===== src/rtl/ifmap_spad_ctrl_pkg.sv =====
// ifmap_spad_ctrl_pkg: shared state encoding and default scratchpad depth
package ifmap_spad_ctrl_pkg;
  typedef enum logic [1:0] {IDLE, RUN, FLUSH, DONE} state_t;
  localparam int DEFAULT_DEPTH = 8;
endpackage


===== src/rtl/ifmap_spad_ctrl_if.sv =====
// ifmap_spad_ctrl_if: row stream, scratchpad address and tap handshake bundle
interface ifmap_spad_ctrl_if
  import ifmap_spad_ctrl_pkg::*;
#(
  parameter int ADDR_WIDTH = $clog2(DEFAULT_DEPTH),
  parameter int LEN_WIDTH  = 8
);
  logic                  start;
  logic [LEN_WIDTH-1:0]  row_len;
  logic                  in_valid;
  logic                  in_ready;
  logic                  buf_write_en;
  logic [ADDR_WIDTH-1:0] buf_write_addr;
  logic [ADDR_WIDTH-1:0] buf_read_addr;
  logic                  rd_valid;
  logic                  rd_ready;
  logic                  rd_first;
  logic                  rd_last;
  logic                  done;
  logic                  cfg_err;
  modport master (
    output start, row_len, in_valid, rd_ready,
    input  in_ready, buf_write_en, buf_write_addr, buf_read_addr,
           rd_valid, rd_first, rd_last, done, cfg_err
  );
  modport slave (
    input  start, row_len, in_valid, rd_ready,
    output in_ready, buf_write_en, buf_write_addr, buf_read_addr,
           rd_valid, rd_first, rd_last, done, cfg_err
  );
endinterface


===== src/rtl/ifmap_spad_ctrl.sv =====
// ifmap_spad_ctrl: circular ifmap scratchpad writer and sliding-window tap sequencer
module ifmap_spad_ctrl
  import ifmap_spad_ctrl_pkg::*;
#(
  parameter int DEPTH      = DEFAULT_DEPTH,
  parameter int ADDR_WIDTH = $clog2(DEPTH),
  parameter int WIN        = 3,
  parameter int STRIDE     = 1,
  parameter int LEN_WIDTH  = 8
) (
  input logic            clk,
  input logic            rst_n,
  ifmap_spad_ctrl_if.slave bus
);
  localparam int KW = (WIN > 1) ? $clog2(WIN) : 1;
  localparam logic [LEN_WIDTH:0] DEPTH_W  = (LEN_WIDTH+1)'(DEPTH);
  localparam logic [LEN_WIDTH:0] WIN_W    = (LEN_WIDTH+1)'(WIN);
  localparam logic [LEN_WIDTH:0] STRIDE_W = (LEN_WIDTH+1)'(STRIDE);
  localparam logic [KW-1:0]      LAST_K   = KW'(WIN - 1);
  state_t               state;
  logic [LEN_WIDTH-1:0] len, in_cnt, win_start, in_cnt_nxt;
  logic [KW-1:0]        k;
  logic                 done_q, cfg_err_q;
  logic [LEN_WIDTH:0]   tap, occ;
  logic                 in_ready, rd_valid, wr, rd, last_win;
  assign tap        = {1'b0, win_start} + (LEN_WIDTH+1)'(k);
  assign occ        = {1'b0, in_cnt - win_start};
  assign in_ready   = (state == RUN || state == FLUSH) && (in_cnt < len) && (occ < DEPTH_W);
  assign rd_valid   = (state == RUN) && (tap < {1'b0, in_cnt});
  assign wr         = bus.in_valid && in_ready;
  assign rd         = rd_valid && bus.rd_ready;
  assign in_cnt_nxt = in_cnt + LEN_WIDTH'(wr);
  assign last_win   = ({1'b0, win_start} + STRIDE_W + WIN_W) > {1'b0, len};
  assign bus.in_ready       = in_ready;
  assign bus.buf_write_en   = wr;
  assign bus.buf_write_addr = in_cnt[ADDR_WIDTH-1:0];
  assign bus.buf_read_addr  = tap[ADDR_WIDTH-1:0];
  assign bus.rd_valid       = rd_valid;
  assign bus.rd_first       = (k == '0);
  assign bus.rd_last        = (k == LAST_K);
  assign bus.done           = done_q;
  assign bus.cfg_err        = cfg_err_q;
  // row sequencing: accept counting, tap stepping, window release and completion
  always_ff @(posedge clk or negedge rst_n) begin
    if (!rst_n) begin
      state     <= IDLE;
      len       <= '0;
      in_cnt    <= '0;
      win_start <= '0;
      k         <= '0;
      done_q    <= 1'b0;
      cfg_err_q <= 1'b0;
    end else begin
      done_q    <= 1'b0;
      cfg_err_q <= 1'b0;
      if (wr) in_cnt <= in_cnt_nxt;
      case (state)
        IDLE: if (bus.start) begin
          if ({1'b0, bus.row_len} >= WIN_W) begin
            len       <= bus.row_len;
            in_cnt    <= '0;
            win_start <= '0;
            k         <= '0;
            state     <= RUN;
          end else cfg_err_q <= 1'b1;
        end
        RUN: if (rd) begin
          if (k == LAST_K) begin
            k         <= '0;
            win_start <= win_start + LEN_WIDTH'(STRIDE);
            if (last_win) begin
              state  <= (in_cnt_nxt == len) ? DONE : FLUSH;
              done_q <= (in_cnt_nxt == len);
            end
          end else k <= k + KW'(1);
        end
        FLUSH: if (wr && in_cnt_nxt == len) begin
          state  <= DONE;
          done_q <= 1'b1;
        end
        default: state <= IDLE;
      endcase
    end
  end
endmodule


===== src/flat_wrapper.sv =====
// flat-port wrapper written by rule: the top's interface ports become plain ports
module ifmap_spad_ctrl_flat import ifmap_spad_ctrl_pkg::*;
#(
  parameter int DEPTH      = DEFAULT_DEPTH,
  parameter int ADDR_WIDTH = $clog2(DEPTH),
  parameter int WIN        = 3,
  parameter int STRIDE     = 1,
  parameter int LEN_WIDTH  = 8
)
  (clk, rst_n, bus_start, bus_row_len, bus_in_valid, bus_rd_ready, bus_in_ready, bus_buf_write_en, bus_buf_write_addr, bus_buf_read_addr, bus_rd_valid, bus_rd_first, bus_rd_last, bus_done, bus_cfg_err);
  ifmap_spad_ctrl_if #(.ADDR_WIDTH(ADDR_WIDTH), .LEN_WIDTH(LEN_WIDTH)) bus_i ();
  input logic clk;
  input logic rst_n;
  input wire logic [$bits(bus_i.start)-1:0] bus_start;
  input wire logic [$bits(bus_i.row_len)-1:0] bus_row_len;
  input wire logic [$bits(bus_i.in_valid)-1:0] bus_in_valid;
  input wire logic [$bits(bus_i.rd_ready)-1:0] bus_rd_ready;
  output wire logic [$bits(bus_i.in_ready)-1:0] bus_in_ready;
  output wire logic [$bits(bus_i.buf_write_en)-1:0] bus_buf_write_en;
  output wire logic [$bits(bus_i.buf_write_addr)-1:0] bus_buf_write_addr;
  output wire logic [$bits(bus_i.buf_read_addr)-1:0] bus_buf_read_addr;
  output wire logic [$bits(bus_i.rd_valid)-1:0] bus_rd_valid;
  output wire logic [$bits(bus_i.rd_first)-1:0] bus_rd_first;
  output wire logic [$bits(bus_i.rd_last)-1:0] bus_rd_last;
  output wire logic [$bits(bus_i.done)-1:0] bus_done;
  output wire logic [$bits(bus_i.cfg_err)-1:0] bus_cfg_err;
  assign bus_i.start = bus_start;
  assign bus_i.row_len = bus_row_len;
  assign bus_i.in_valid = bus_in_valid;
  assign bus_i.rd_ready = bus_rd_ready;
  assign bus_in_ready = bus_i.in_ready;
  assign bus_buf_write_en = bus_i.buf_write_en;
  assign bus_buf_write_addr = bus_i.buf_write_addr;
  assign bus_buf_read_addr = bus_i.buf_read_addr;
  assign bus_rd_valid = bus_i.rd_valid;
  assign bus_rd_first = bus_i.rd_first;
  assign bus_rd_last = bus_i.rd_last;
  assign bus_done = bus_i.done;
  assign bus_cfg_err = bus_i.cfg_err;
  ifmap_spad_ctrl #(.DEPTH(DEPTH), .ADDR_WIDTH(ADDR_WIDTH), .WIN(WIN), .STRIDE(STRIDE), .LEN_WIDTH(LEN_WIDTH)) u_core (.clk(clk), .rst_n(rst_n), .bus(bus_i));
endmodule

===== config.mk =====
export PLATFORM = sky130hd
export DESIGN_NAME = ifmap_spad_ctrl_flat
export DESIGN_NICKNAME = d
export VERILOG_FILES = /design/src/rtl/ifmap_spad_ctrl_pkg.sv /design/src/rtl/ifmap_spad_ctrl_if.sv /design/src/rtl/ifmap_spad_ctrl.sv /design/src/flat_wrapper.sv
export SDC_FILE = /design/constraint.sdc
export NUM_CORES = 1
export LEC_CHECK = 0
export ABC_AREA = 1
export CAP_MARGIN = 20
export CELL_PAD_IN_SITES_DETAIL_PLACEMENT = 0
export CELL_PAD_IN_SITES_GLOBAL_PLACEMENT = 2
export CORE_UTILIZATION = 36
export CTS_CLUSTER_DIAMETER = 40
export CTS_CLUSTER_SIZE = 20
export DETAILED_ROUTE_END_ITERATION = 16
export DONT_BUFFER_PORTS = 1
export PLACE_DENSITY = 0.84
export SLEW_MARGIN = 10
export SYNTH_ARGS = -nofsm -noshare
export SYNTH_HDL_FRONTEND = slang
export SYNTH_SLANG_ARGS = --single-unit

===== constraint.sdc =====
create_clock -name clk -period 4.2 [get_ports clk]
set_input_delay 0.84 -clock clk [delete_from_list [all_inputs] [get_ports clk]]
set_output_delay 0.84 -clock clk [all_outputs]
set_load 0.02 [all_outputs]

# Yosys cells after proc, flatten, opt, wreduce, memory -nomap -nowiden
# Index checks and enable logic that the tools add are counted.
# word_totals
inputBits,13
output_inout_bits,13
wordCells,73
regBits,30
# classes
n_addsub,7
n_eq_ne,10
reduce_logical,14
mux,30
magnitude_cmp,5
# ops
cell,count
$mux W8,8
$mux W2,10
$pmux W8 S2,1
$add A8 B1 Y9 const B,1
$add A8 B2 Y9,1
$add A9 B2 Y9 const B,1
$gt A9 B8 Y1,1
$lt A9 B8 Y1,1
$add A8 B1 Y8,1
$add A8 B1 Y8 const B,1
$eq A8 B8 Y1,1
$ge A8 B2 Y1 const B,1
$lt A8 B4 Y1 const B,1
$lt A8 B8 Y1,1
$mux W1,8
$sub A8 B8 Y8,1
$logic_and A1 B1 Y1,6
$ne A2 B1 Y1 const B,3
$ne A2 B2 Y1 const B,3
$pmux W2 S3,1
$reduce_and A6 Y1,1
$reduce_and A5 Y1,1
$eq A2 B2 Y1 const B,2
$logic_not A2 Y1,2
other kinds (8),8

# Depth between registers and ports, before layout
# logic_depth
ltp_word,12
depth_mapped,29
depth_no_buf,28

# Worst setup path before layout
# OpenSTA, ideal clock, no wires.
# synth_path
path_type,register to register
startpoint,reg u_core.win_start[5]
endpoint,reg u_core.state[0]
t_arrival_ns,3.380
t_required_ns,4.083
stages_incl_launch_ff,25
n_path_buf,2
path_slack_ns,0.704
setup_ns,0.117
synth_period_minus_slack_ns,3.496
cell_sequence,dfrtp_1 buf_4 inv_1 ha_1 nand2_1 inv_1 a21oi_1 nand2_1 nand2_1 nand2_1 nor2_1 nand4_1 inv_1 buf_4 ha_1 ha_1 xor2_1 inv_1 xor2_1 nor3_1 nand2_1 o21bai_2 nand2_1 nand2_1 nand2_1
# synth_via
elab_chain_len,11
elab_cells_between_ends,23
classes_between,add/sub: 5; order compare: 3; eq/ne: 4; mux: 5; reduce/logical: 6
# synth_rtl
item,line_no,source
"start, declared",ifmap_spad_ctrl.sv:21,"logic [LEN_WIDTH-1:0] len, in_cnt, win_start, in_cnt_nxt;"
"start signal, assigned",ifmap_spad_ctrl.sv:70,win_start <= win_start + LEN_WIDTH'(STRIDE);
$sub A8 B8 Y8 *,ifmap_spad_ctrl.sv:27,"assign occ = {1'b0, in_cnt - win_start};"
$lt A8 B4 Y1 *,ifmap_spad_ctrl.sv:28,assign in_ready = (state == RUN || state == FLUSH) && (in_cnt < len) && (occ < DEPTH_W);
$logic_and A1 B1 Y1 *,ifmap_spad_ctrl.sv:28,
$logic_and A1 B1 Y1 *,ifmap_spad_ctrl.sv:30,assign wr = bus.in_valid && in_ready;
via bus_buf_write_en,flat_wrapper.sv:19,output wire logic [$bits(bus_i.buf_write_en)-1:0] bus_buf_write_en;
$add A8 B1 Y8,ifmap_spad_ctrl.sv:32,assign in_cnt_nxt = in_cnt + LEN_WIDTH'(wr);
$eq A8 B8 Y1,"ifmap_spad_ctrl.sv:72, ifmap_spad_ctrl.sv:77",
$mux W1,ifmap_spad_ctrl.sv:72,state <= (in_cnt_nxt == len) ? DONE : FLUSH;
$mux W2,ifmap_spad_ctrl.sv:71,if (last_win) begin
$mux W2,ifmap_spad_ctrl.sv:68,if (k == LAST_K) begin
$mux W2,ifmap_spad_ctrl.sv:67,RUN: if (rd) begin
$pmux W2 S3,ifmap_spad_ctrl.sv:57,case (state)
"end signal, assigned",ifmap_spad_ctrl.sv:72,
"end, declared",ifmap_spad_ctrl.sv:20,state_t state;
# Mark *: on every way through the listed nets, which the timed path passes. The rest lies on a longest branch. The select of a mux whose other input is x is not followed.
# A chain may end at the register's enable or synchronous reset.

# Worst setup path after layout
# layout_path
startpoint,reg u_core.k[0]
endpoint,out bus_rd_valid
# layout_via
elab_chain_len,3
# layout_rtl
item,line_no,source
"start, declared",ifmap_spad_ctrl.sv:22,logic [KW-1:0] k;
"start signal, assigned",ifmap_spad_ctrl.sv:75,end else k <= k + KW'(1);
$add A8 B2 Y9,ifmap_spad_ctrl.sv:26,"assign tap = {1'b0, win_start} + (LEN_WIDTH+1)'(k);"
via bus_buf_read_addr[2],flat_wrapper.sv:21,output wire logic [$bits(bus_i.buf_read_addr)-1:0] bus_buf_read_addr;
$lt A9 B8 Y1,ifmap_spad_ctrl.sv:29,"assign rd_valid = (state == RUN) && (tap < {1'b0, in_cnt});"
$logic_and A1 B1 Y1,ifmap_spad_ctrl.sv:29,
"end, declared",flat_wrapper.sv:22,output wire logic [$bits(bus_i.rd_valid)-1:0] bus_rd_valid;
# The timed path passes the listed nets, and every way through them passes these cells.

==> run summary <==
===========================================================================================
Sw Pwr .......................................................................     1.455 mW
Share of the cycle needed by the critical path after routing .................       93.69%
Setup repair after global routing missed its margin ..........................           no
Via total after detailed routing .............................................         2740
Die footprint ................................................................     8689 um2
Part of the total power dissipated in sequential elements ....................        19.6%
Total of flip-flops plus latches after synthesis .............................           30
Hold-fix buffers, CTS ........................................................            0
Ys async rst share ...........................................................       100.0%
Int Pwr ......................................................................     1.170 mW
Hold violation count in the final report .....................................            0
Fraction of power consumed by the clock network ..............................         9.7%
Clock latency on the worst-skew pair .........................................      0.28 ns
Maximum number of pins on one net before global-route repair .................           31
Clock tree skew after final layout ...........................................  0.008746 ns
Sum of internal, switching and leakage power .................................     2.625 mW
Finish-stage setup viols .....................................................            0
Initial antenna violation count ..............................................            0
Yosys Warn Count .............................................................            0
Share of total power in combinational logic ..................................        70.7%
Height of the die ............................................................     93.22 um
Routability congestion estimate ..............................................       0.8771
Post-route DRC violation count ...............................................            0
Sequential element share of the synthesized area .............................       25.06%
Nets in the synthesized netlist ..............................................          494
Netlist area before placement ................................................     2995 um2
Overflow after GRT ...........................................................            0
Post-route insts no fill .....................................................          546
Share of the synthesized area in the top cell type ...........................       25.06%
Minimum clock period .........................................................     3.935 ns
Overall die width ............................................................     93.22 um
Count of input and output buffers ............................................            0
Number of design-rule violations left by the first detailed-router iteration .          110
Synth top cells by count ..................................................... nand2_1, inv_1, nor2_1
Maximum vdd ir drop ..........................................................  0.0003075 V
Worst rel slew slack .........................................................       62.33%
# nets final .................................................................          495
Clk slew on worst S/H paths ..................................................      0.07 ns
Min-Delay Path Class .........................................................  in -> async
Synthesized area per cell ....................................................    6.777 um2
Number of setup buffers added after CTS ......................................            0
Leak pwr .....................................................................     1.735 nW
Largest driver fanout on the critical path ...................................            6
Cell Count Post-Placement ....................................................          538
First-pass GRT wire length ...................................................     13040 um
Power density of the placed cells ............................................ 822.9 nW/um2
WS Path Type .................................................................   reg -> out
Total track usage ............................................................       19.78%
Post-synth top flop ..........................................................      dfrtp_1
Most area-consuming cells after synthesis .................................... dfrtp_1, ha_1, nand2_1
Fraction of final layout cells with drive strength greater than 1 ............       6.306%
Initial standard-cell utilization of the core ................................       37.98%
Wirelength, routed ...........................................................      7874 um
Count of flip-flops with a built-in enable after synthesis ...................            0
DP HPWL ......................................................................      6398 um
Outcome ...................................................................... finished, final reports clean
Required time reported for the critical path endpoint ........................      3.36 ns
Post-synth top area cell .....................................................      dfrtp_1
Capturing element type of the critical path .................................. primary output
Core region area .............................................................     7888 um2
Type of element launching the critical path ..................................     register
Dominant cell by count in the synthesized netlist ............................      nand2_1
Ant diodes ...................................................................            0
Count of H-tree levels built during CTS ......................................            2
Layout overhead on the synthesized area ......................................       6.475%
Max-cap violations ...........................................................            0
Crit path DAT ................................................................      3.10 ns
Post-cts gate resize count ...................................................            0
Maximum root-to-sink buffer count ............................................            2
Net switching share of the total power .......................................       55.43%
Clock tree root driver cell ..................................................     clkbuf_8
Number of antenna-violating nets in the routed design ........................            0
Detailed Routing Iterations Pass 1 ...........................................            4
FMAX .........................................................................   0.2541 GHz
Number of sinks on the clock net .............................................           30
Drt via density ..............................................................        5.018
Floorplan row count ..........................................................           32
Count of final max-slew check failures .......................................            0
Sum of negative setup slack ..................................................         0 ns
Number of instances in the synthesized netlist ...............................          442
CTS tree .....................................................................          yes
Worst hold margin ............................................................    0.2406 ns
I/O pin count ................................................................           26
Transition at the pin with the smallest max-transition slack .................    0.5632 ns
Netlist cell types ...........................................................           33
Vias in the first global route ...............................................         2593
WL per Instance ..............................................................     14.42 um
Total clock buffers created by CTS ...........................................            5
===========================================================================================
-- power groups by stage --
| stage | Combinational [mW] | Clock (mW) | Sequential [mW] |
|---|---|---|---|
| after CTS | 1.88 | 0.262 | 0.516 |
| after global routing | 2.16 | 0.274 | 0.534 |
| final | 1.86 | 0.253 | 0.515 |
| after detailed placement | 1.87 | 0 | 0.522 |
| after floorplan | 1.47 | 0 | 0.487 |
| after global placement | 1.85 | 0 | 0.519 |
-- routing by layer --
| metal | global-route usage [%] | part of all wire (%) | vias to the layer above |
|---|---|---|---|
| li1 | - | - | 1413 |
| met1 | 26.80 | 49 | 1271 |
| met2 | 32.17 | 46 | 48 |
| met3 | 2.683 | 2.6 | 8 |
| met4 | 6.923 | 1.8 | 0 |
| met5 | 0 | 0 | - |
-- logic make-up after synthesis --
kind of cell / count (synthesis) / synth area share, %
AO/OA/AOI/OAI: 59 / 11.24
adder cells (fa/ha/maj): 39 / 16.54
XOR/XNOR: 21 / 6.140
buffers and inverters: 87 / 12.16
AND/OR/NAND/NOR: 206 / 28.86
flip-flops: 30 / 25.06
-- through the flow --
stage	setup slack, ns	util [%]	instance area [um2]
2_1_floorplan	0.7035	-	2995
3_3_place_gp	0.5208	39.17	3089
3_5_place_dp	0.4520	39.17	3089
4_1_cts	0.2272	40.37	3184
5_1_grt	0.05601	40.43	3189
6_report	0.2649	40.43	3189
-- state kept, by name, indices dropped and copies added (netlist names) --
register and cells:
u_core.bus.cfg_err 1, u_core.bus.done 1, u_core.in_cnt 8, u_core.k 2
u_core.len 8, u_core.state 2, u_core.win_start 8
-- layout make-up --
class / instances / area (um2)
fillers: 872 / 4698
multi-input cells: 325 / 1883
flip-flops and latches: 30 / 753.2
inverters: 74 / 277.8
well taps: 102 / 127.6
clock buffers: 6 / 82.58
repair buffers: 7 / 52.55
clock inverters: 2 / 12.51
-- worst paths after layout --
kind	startpoint	to	slack (ns)	cells past startpoint
setup / recovery	u_core.k[0]	bus_rd_valid	0.26	11
hold / removal	rst_n	u_core.k[1]	0.24	0
setup reg to reg	u_core.win_start[3]	u_core.state[0]	0.51	25
hold reg to reg	u_core.len[1]	u_core.len[1]	0.55	2
max in group asynchronous	rst_n	u_core.win_start[4]	3.86	0
min in group clk	u_core.len[1]	u_core.len[1]	0.55	2
-- placed cells by master (no fill, tap or decap), types with 5 or more instances in the layout --
cell type and count:
ha_1 37, clkbuf_8 6, a21oi_1 29, nand3_1 28, dfrtp_1 28, buf_4 7, xor2_1 16, nand2_1 117
nor2_1 41, inv_1 73, nand4_1 7, o31ai_1 5, o21ai_0 17, xnor2_1 5
-- critical path: stages, from the launching register on --
cell     delay [ns]
dfrtp_1        0.44
ha_1           0.25
fa_1           0.42
xor2_1         0.50
ha_1           0.35
nand2_1        0.06
a21oi_1        0.05
nor2_1         0.08
nor2_1         0.05
nor2_1         0.08
nand2_1        0.11
nor2_1         0.40
(Power assumes the default switching activity.)
